File: src/rtl/fp_mul_pkg.sv
// rtl/fp_mul_pkg.sv - shared FP32 field widths and operand class codes for the multiplier datapath
package fp_mul_pkg;

    // IEEE-754 single-precision field layout
    localparam int FP32_EXP_WIDTH  = 8;
    localparam int FP32_MANT_WIDTH = 23;
    localparam int FP32_WIDTH      = 1 + FP32_EXP_WIDTH + FP32_MANT_WIDTH;

    // Exponent value reserved for INF/NAN encodings
    localparam logic [FP32_EXP_WIDTH-1:0] FP32_EXP_ONES = '1;

    // Operand class codes; 5..7 are never produced
    localparam int FP_CLASS_WIDTH = 3;
    localparam logic [FP_CLASS_WIDTH-1:0] FP_CLASS_ZERO   = 3'd0;
    localparam logic [FP_CLASS_WIDTH-1:0] FP_CLASS_NORM   = 3'd1;
    localparam logic [FP_CLASS_WIDTH-1:0] FP_CLASS_DENORM = 3'd2;
    localparam logic [FP_CLASS_WIDTH-1:0] FP_CLASS_INF    = 3'd3;
    localparam logic [FP_CLASS_WIDTH-1:0] FP_CLASS_NAN    = 3'd4;

    // Any class other than NORM sends the pair down the packer's bypass path
    function automatic logic fp_class_is_special(input logic [FP_CLASS_WIDTH-1:0] cls);
        return cls != FP_CLASS_NORM;
    endfunction

endpackage

File: src/rtl/fp_classify.sv
// rtl/fp_classify.sv - splits one packed FP word into fields and classifies it (FP_UNPACK_DAZ_EN flushes denormals)
module fp_classify
    import fp_mul_pkg::*;
#(
    parameter int EXP_WIDTH  = FP32_EXP_WIDTH,
    parameter int MANT_WIDTH = FP32_MANT_WIDTH
) (
    input  logic [EXP_WIDTH+MANT_WIDTH:0]  word,
    output logic                           sign,
    output logic [EXP_WIDTH-1:0]           exp_field,
    output logic [MANT_WIDTH-1:0]          mant_field,
    output logic [FP_CLASS_WIDTH-1:0]      cls,
    output logic                           special
);

    logic [EXP_WIDTH-1:0]      raw_exp;
    logic [MANT_WIDTH-1:0]     raw_mant;
    logic [FP_CLASS_WIDTH-1:0] raw_cls;

    assign raw_exp  = word[EXP_WIDTH+MANT_WIDTH-1:MANT_WIDTH];
    assign raw_mant = word[MANT_WIDTH-1:0];

    // Classify the raw encoding; special is taken before any denormal flush so
    // a flushed denormal still routes through the bypass path
    always_comb begin
        raw_cls = FP_CLASS_NORM;
        if (raw_exp == '0) begin
            raw_cls = (raw_mant == '0) ? FP_CLASS_ZERO : FP_CLASS_DENORM;
        end else if (raw_exp == {EXP_WIDTH{1'b1}}) begin
            raw_cls = (raw_mant == '0) ? FP_CLASS_INF : FP_CLASS_NAN;
        end
    end

    assign special = fp_class_is_special(raw_cls);
    assign sign    = word[EXP_WIDTH+MANT_WIDTH];

    // Forward fields; with denormals-are-zero a DENORM becomes a signed zero
    always_comb begin
        exp_field  = raw_exp;
        mant_field = raw_mant;
        cls        = raw_cls;
`ifdef FP_UNPACK_DAZ_EN
        if (raw_cls == FP_CLASS_DENORM) begin
            exp_field  = '0;
            mant_field = '0;
            cls        = FP_CLASS_ZERO;
        end
`endif
    end

endmodule

File: src/rtl/fp_mul_operand_unpack.sv
// rtl/fp_mul_operand_unpack.sv - operand unpack stage with registered output and skid buffer (FP_UNPACK_DAZ_EN selects denormal flush)
module fp_mul_operand_unpack
    import fp_mul_pkg::*;
#(
    parameter int EXP_WIDTH  = FP32_EXP_WIDTH,
    parameter int MANT_WIDTH = FP32_MANT_WIDTH,
    parameter int TAG_WIDTH  = 4
) (
    input  logic                          clk,
    input  logic                          rst_n,
    input  logic                          in_valid,
    output logic                          in_ready,
    input  logic [EXP_WIDTH+MANT_WIDTH:0] in_x,
    input  logic [EXP_WIDTH+MANT_WIDTH:0] in_y,
    input  logic [TAG_WIDTH-1:0]          in_tag,
    output logic                          out_valid,
    input  logic                          out_ready,
    output logic                          out_sign_x,
    output logic                          out_sign_y,
    output logic [EXP_WIDTH-1:0]          out_exp_x,
    output logic [EXP_WIDTH-1:0]          out_exp_y,
    output logic [MANT_WIDTH-1:0]         out_mantissa_x,
    output logic [MANT_WIDTH-1:0]         out_mantissa_y,
    output logic [FP_CLASS_WIDTH-1:0]     out_class_x,
    output logic [FP_CLASS_WIDTH-1:0]     out_class_y,
    output logic                          out_special,
    output logic [TAG_WIDTH-1:0]          out_tag
);

    // One unpacked operand: sign, exponent, mantissa, class
    localparam int OPND_WIDTH = 1 + EXP_WIDTH + MANT_WIDTH + FP_CLASS_WIDTH;
    // Full pair entry: two operands, special flag, tag
    localparam int PAIR_WIDTH = 2 * OPND_WIDTH + 1 + TAG_WIDTH;

    logic                      sign_x, sign_y;
    logic [EXP_WIDTH-1:0]      exp_x, exp_y;
    logic [MANT_WIDTH-1:0]     mant_x, mant_y;
    logic [FP_CLASS_WIDTH-1:0] cls_x, cls_y;
    logic                      special_x, special_y;

    logic [PAIR_WIDTH-1:0]     new_pair;
    logic [PAIR_WIDTH-1:0]     or_pair;
    logic [PAIR_WIDTH-1:0]     sr_pair;
    logic                      or_valid;
    logic                      sr_valid;
    logic                      accept;
    logic                      transfer;

    fp_classify #(
        .EXP_WIDTH  (EXP_WIDTH),
        .MANT_WIDTH (MANT_WIDTH)
    ) u_classify_x (
        .word       (in_x),
        .sign       (sign_x),
        .exp_field  (exp_x),
        .mant_field (mant_x),
        .cls        (cls_x),
        .special    (special_x)
    );

    fp_classify #(
        .EXP_WIDTH  (EXP_WIDTH),
        .MANT_WIDTH (MANT_WIDTH)
    ) u_classify_y (
        .word       (in_y),
        .sign       (sign_y),
        .exp_field  (exp_y),
        .mant_field (mant_y),
        .cls        (cls_y),
        .special    (special_y)
    );

    assign new_pair = {sign_x, exp_x, mant_x, cls_x,
                       sign_y, exp_y, mant_y, cls_y,
                       special_x | special_y, in_tag};

    // in_ready comes straight from the skid flag so out_ready never reaches it
    assign in_ready = ~sr_valid;
    assign accept   = in_valid & ~sr_valid;
    assign transfer = or_valid & out_ready;

    // EMPTY/ONE/FULL storage walk, encoded directly by {sr_valid, or_valid}
    always_ff @(posedge clk or negedge rst_n) begin
        if (!rst_n) begin
            or_valid <= 1'b0;
            sr_valid <= 1'b0;
            or_pair  <= '0;
            sr_pair  <= '0;
        end else if (!or_valid) begin
            if (accept) begin
                or_pair  <= new_pair;
                or_valid <= 1'b1;
            end
        end else if (!sr_valid) begin
            if (accept && transfer) begin
                or_pair <= new_pair;
            end else if (accept) begin
                sr_pair  <= new_pair;
                sr_valid <= 1'b1;
            end else if (transfer) begin
                or_valid <= 1'b0;
            end
        end else if (transfer) begin
            or_pair  <= sr_pair;
            sr_pair  <= '0;
            sr_valid <= 1'b0;
        end
    end

    assign out_valid = or_valid;
    assign {out_sign_x, out_exp_x, out_mantissa_x, out_class_x,
            out_sign_y, out_exp_y, out_mantissa_y, out_class_y,
            out_special, out_tag} = or_pair;

endmodule
File: config.mk
export PLATFORM = sky130hd
export DESIGN_NAME = fp_mul_operand_unpack
export DESIGN_NICKNAME = d
export VERILOG_FILES = /design/src/rtl/fp_mul_pkg.sv /design/src/rtl/fp_classify.sv /design/src/rtl/fp_mul_operand_unpack.sv
export SDC_FILE = /design/constraint.sdc
export NUM_CORES = 1
export LEC_CHECK = 0
export BUFFER_PORTS_ARGS = -buffer_cell sky130_fd_sc_hd__buf_2
export CORE_ASPECT_RATIO = 0.5
export CORE_MARGIN = 4
export CORE_UTILIZATION = 30
export CTS_CLUSTER_DIAMETER = 200
export CTS_CLUSTER_SIZE = 10
export DETAILED_ROUTE_END_ITERATION = 6
export GPL_ROUTABILITY_DRIVEN = 0
export PLACE_DENSITY = 0.49
export SYNTH_ARGS = -nofsm -noshare
export SYNTH_HDL_FRONTEND = slang
export SYNTH_HIERARCHICAL = 1
export SYNTH_SLANG_ARGS = --single-unit
File: constraint.sdc
create_clock -name clk -period 1.8 [get_ports clk]
set_clock_uncertainty 0.05 [all_clocks]
set_input_delay 0.36 -clock clk [delete_from_list [all_inputs] [get_ports clk]]
set_output_delay 0.36 -clock clk [all_outputs]
set_load 0.1 [all_outputs]
### Word-level counts from Yosys, hierarchy flattened

Index checks and enable logic that the tools add are counted.
Widths: inputs -> output; s select.

| word-level totals | value |
|---|---|
| output and inout port bits | 77 |
| bits in registers | 152 |
| input bits | 72 |

| cells by class | value |
|---|---|
| eq/ne operators | 8 |
| bitwise logic cells | 4 |
| muxes and demuxes | 24 |
| reduce and logical (&&, ||, !) cells | 9 |

Operator list:

| operator | count |
|---|---|
| $mux 75 | 8 |
| $logic_not 23->1 | 2 |
| $mux 3 | 6 |
| $eq 8x8->1 const B | 2 |
| $logic_not 8->1 | 2 |
| $ne 3x1->1 const B | 3 |
| $mux 1 | 8 |
| $mux 2 | 2 |
| $reduce_and 4->1 | 1 |
| $reduce_bool 2->1 | 2 |
| $ne 3x2->1 const B | 1 |
| $reduce_and 3->1 | 1 |
| $and 1x1->1 | 2 |
| $ne 2x1->1 const B | 1 |
| $ne 2x2->1 const B | 1 |
| $logic_and 1x1->1 | 1 |
| $not 1->1 | 1 |
| $or 1x1->1 | 1 |

### Depth between registers and ports, before layout

| depth | value |
|---|---|
| depth after elaboration | 9 |
| mapped depth | 6 |
| gate-level depth less buffers | 6 |

### By module

Netlist, hierarchy kept.

Modules (own cells, without submodules):

| module | times used | seq. area each (sq um) | cells an instance | area an instance (sq um) |
|---|---|---|---|---|
| fp_mul_operand_unpack | 1 | 3,803.6 | 428 | 6,731.5 |
| fp_classify | 2 | 0.0 | 51 | 359.1 |

### Worst setup path after synthesis

OpenSTA, ideal clock, no wires.

| timing | value |
|---|---|
| path kind | reg-to-reg |
| from | reg or_valid (netlist: out_valid) |
| to | reg or_pair[0] |
| cell stages (with the launch flop) | 7 |
| slack | -0.446 ns |
| required time | 1.624 ns |
| arrival time | 2.070 ns |
| period minus slack after synthesis | 2.246 ns |
| path through | dfrtp_1 > buf_6 > and2_1 > o22a_1 > buf_6 > buf_6 > mux2_4 |

| between the ends | value |
|---|---|
| cells in the longest elaborated chain, start to end | 4 |
| elaborated cells on any way between the ends | 7 |
| those cells by class | 2 x eq/ne; 1 x mux; 1 x bitwise; 3 x reduce/logical |

RTL lines:

| element | line | source |
|---|---|---|
| from (decl) | fp_mul_operand_unpack.sv:44 | `logic or_valid;` |
| from (signal assigned) | fp_mul_operand_unpack.sv:85 | `or_valid <= 1'b0;` |
| from (signal assigned) | fp_mul_operand_unpack.sv:92 | `or_valid <= 1'b1;` |
| from (signal assigned) | fp_mul_operand_unpack.sv:101 | `or_valid <= 1'b0;` |
| $and 1x1->1 | fp_mul_operand_unpack.sv:80 | `assign transfer = or_valid & out_ready;` |
| $logic_and 1x1->1 | fp_mul_operand_unpack.sv:95 | `if (accept && transfer) begin` |
| $ne 3x1->1 (no line) | n/a |  |
| $reduce_and 3->1 (no line) | n/a |  |
| to (signal assigned) | fp_mul_operand_unpack.sv:91 | `or_pair <= new_pair;` |
| to (signal assigned) | fp_mul_operand_unpack.sv:96 | `or_pair <= new_pair;` |
| to (signal assigned) | fp_mul_operand_unpack.sv:104 | `or_pair <= sr_pair;` |
| to (decl) | fp_mul_operand_unpack.sv:42 | `logic [PAIR_WIDTH-1:0] or_pair;` |

Several ways; a longest one is shown, not always the timed one.
A chain may end at the register's enable or synchronous reset.

### Final worst setup path

| timing | value |
|---|---|
| from | reg sr_valid |
| to | reg or_pair[59] |

| between the ends | value |
|---|---|
| cells in the longest elaborated chain, start to end | 5 |
| elaborated cells on any way between the ends | 9 |
| those cells by class | 2 x eq/ne; 2 x mux; 2 x bitwise; 3 x reduce/logical |

RTL lines:

| element | line | source |
|---|---|---|
| from (decl) | fp_mul_operand_unpack.sv:45 | `logic sr_valid;` |
| from (signal assigned) | fp_mul_operand_unpack.sv:86 | `sr_valid <= 1'b0;` |
| from (signal assigned) | fp_mul_operand_unpack.sv:99 | `sr_valid <= 1'b1;` |
| from (signal assigned) | fp_mul_operand_unpack.sv:106 | `sr_valid <= 1'b0;` |
| $not 1->1 | fp_mul_operand_unpack.sv:79 | `assign accept = in_valid & ~sr_valid;` |
| $and 1x1->1 | fp_mul_operand_unpack.sv:79 |  |
| $logic_and 1x1->1 | fp_mul_operand_unpack.sv:95 |  |
| $ne 3x1->1 (no line) | n/a |  |
| $reduce_and 3->1 (no line) | n/a |  |

Several ways; a longest one is shown, not always the timed one.

==> impl_results.md <==
* Post-DR wirelength/cell at 18.1 um
* Min-delay src: in_tag[2]
* Post-DRT Antenna Nets at 0
* Yosys top cell by area: dfrtp_1
* Die area at 0.0276 mm2
* Ys flop type: dfrtp_1
* # IOs at 149
* Vias in the first global route at 5,043
* Post-DP HPWL at 12,800 um
* Hold Crit Depth at 2
* R2r setup slk at 0.04 ns
* Worst skew pair latency at 0.43 ns
* Hold Fails Final Rpt at 0
* TritonCTS Buffers at 17
* DRC at 0
* Final instance area at 0.00937 mm2
* Initial Util at 30.8%
* Cells after synthesis at 530
* Number of fill cells at 2,343
* H-tree depth at 4
* Crit path kind: reg -> reg
* Layout cells sized above 1 at 57.8%
* Final Util at 38.7%
* Cell Rows at 40
* Async SR Flop Fraction at 100%
* Startpoint type of the worst setup path: register
* Die X at 231 um
* CTS tree: built
* Syn_nets at 602
* Global route overflow at 0
* Hold WC Path Type: in -> reg
* Worst-case reg-to-reg path depth at 5
* Max Freq at 0.567 GHz
* Slew Limit Fails at 0
* Worst reg2reg path startpoint: sr_valid
* Placed inst area at 0.00868 mm2
* EDFF count, synth at 0
* Fin crit share at 97.9%
* Netlist Area Pre-Place at 0.00745 mm2
* Mean cell area of the mapped netlist at 14.1 um2
* Yosys cell types at 31
* Largest net degree at the start of global routing at 61
* Initial antenna violation count at 0
* Post-synthesis register bit count at 152
* Vias at 4,770
* Register area share after synthesis at 51.1%
* Clock Path Buffers at 2
* RSZ-0062 raised after global routing: yes
* Hold slack at 0.114 ns
* Endpoints failing setup at 0
* Drt first-iter violations at 248
* Antenna cell count at 0
* Drt via density at 4.61
* Layout area overhead at 25.8%
* Number of max-cap violations at 0
* Yosys top cell area share at 51.1%
* Hold endpoint: sr_pair[2]
* Die boundary height at 119 um
* CORE AREA at 0.0242 mm2
* Synth cell count leaders: dfrtp_1 (152), a22o_1 (73), mux2_2 (73)
* Place WS at -0.435 ns
* Worst-Margin Slew at 0.527 ns
* CTS clk-pin slew, worst paths at 0.06 ns
* First-pass GRT wire length at 30,000 um
* Post-route setup slack at 0.0372 ns
* Count leader, synth: dfrtp_1
* WP data arrival at 2.03 ns
* Gr usage total at 14.1%
* Nets at 760
* Final WL at 18,700 um
* CP required at 2.06 ns
* Status: complete, no violations
* Top cells by area, synth: dfrtp_1 (51%), mux2_2 (11%), mux2_4 (9.9%)
* Worst Path Max Fanout at 31
* CTS sink count at 152
* Drt first pass iters at 6
* Max transition margin at 64.9%
* Fin crit period at 1.76 ns
* Crit end category: register
* Clk root buf: clkbuf_16
* FF-to-FF End: or_pair[59]
* Yosys warns at 6
* PortBufs at 148
## timing repair
action | 4_1_cts | 5_1_grt
endpoints found under the setup margin | 2 | 19
gates resized for setup | 3 | 6
hold buffers | 1 | 0
buffers inserted | 1 | 0
pin swaps | 0 | 0
endpoints found under the hold margin | 39 | 0
## routing by layer
layer  track usage (%)  wire (um)  part of all wire, %
met4              4.80        284                  1.5
met3              3.59        586                  3.1
met1              18.8       8850                   47
met2              22.3       8970                   48
met5                 0          0                    0
## critical path: stages, from the launching register on
cell and delay (ns):
dfrtp_2 0.41, buf_4 0.17, nand2_4 0.12, buf_12 0.23, mux2_2 0.37, mux2_2 0.26
## layout make-up
class                           count  area (um2)  area share [%]
Sequential cell                   152        3810            40.6
Clock inverter                      7         140            1.49
Timing Repair Buffer              236        1570            16.7
Clock buffer                       23         498            5.31
Inverter                            2        7.51          0.0801
Tap cell                          336         420            4.48
Multi-Input combinational cell    279        2930            31.3
## metrics by stage
step           TNS (ns)  instances
3_5_place_dp      -2.67       1003
2_1_floorplan     -3.93        530
3_3_place_gp      -2.73       1003
4_1_cts               0       1035
6_report              0       1035
5_1_grt          -0.147       1035
## logic make-up after synthesis
| family | Yosys count | share of synthesized area [%] |
|---|---|---|
| buf+inv | 99 | 10.2 |
| compound gates | 84 | 9.89 |
| simple gates | 43 | 3.51 |
| flops | 152 | 51.1 |
| mux | 152 | 25.4 |
## sequential cells by signal (all words and copies together), names as in the netlist
signal	cells
or_pair	75
out_valid	1
sr_pair	75
sr_valid	1
## worst max path at each step
stage | from | end | slack [ns]
floorplan | out_valid | or_pair[0] | -0.08
global placement | in_x[16] | or_pair[41] | -0.45
detailed placement | in_y[16] | or_pair[6] | -0.44
CTS | sr_valid | in_ready | 0.01
global route | sr_valid | or_pair[50] | -0.02
finish | sr_valid | or_pair[59] | 0.04
## layout by cell type (no fill, tap or decap), types with 2 or more instances in the layout
| cell type | Yosys | final |
|---|---|---|
| a22o_1 | 73 | 73 |
| a32oi_1 | 2 | 2 |
| buf_12 | 0 | 10 |
| buf_2 | 11 | 145 |
| buf_4 | 69 | 76 |
| buf_6 | 15 | 3 |
| bufinv_16 | 0 | 4 |
| clkbuf_16 | 0 | 17 |
| clkbuf_8 | 0 | 5 |
| clkinvlp_4 | 0 | 2 |
| dfrtp_1 | 152 | 150 |
| mux2_1 | 26 | 26 |
| mux2_2 | 73 | 71 |
| mux2_4 | 49 | 51 |
| mux2i_1 | 4 | 4 |
| nand2_1 | 7 | 7 |
| nand4_1 | 6 | 6 |
| nor2_1 | 4 | 4 |
| nor2_2 | 2 | 2 |
| nor2b_1 | 2 | 2 |
| nor3_1 | 2 | 2 |
| nor4_1 | 12 | 9 |
| nor4_2 | 2 | 5 |
| o21a_1 | 2 | 2 |
| o2bb2ai_1 | 2 | 2 |
| or2_2 | 3 | 3 |
Power is not shown: default switching activity piles up to over one toggle a cycle in this logic, so the estimate is an artifact.
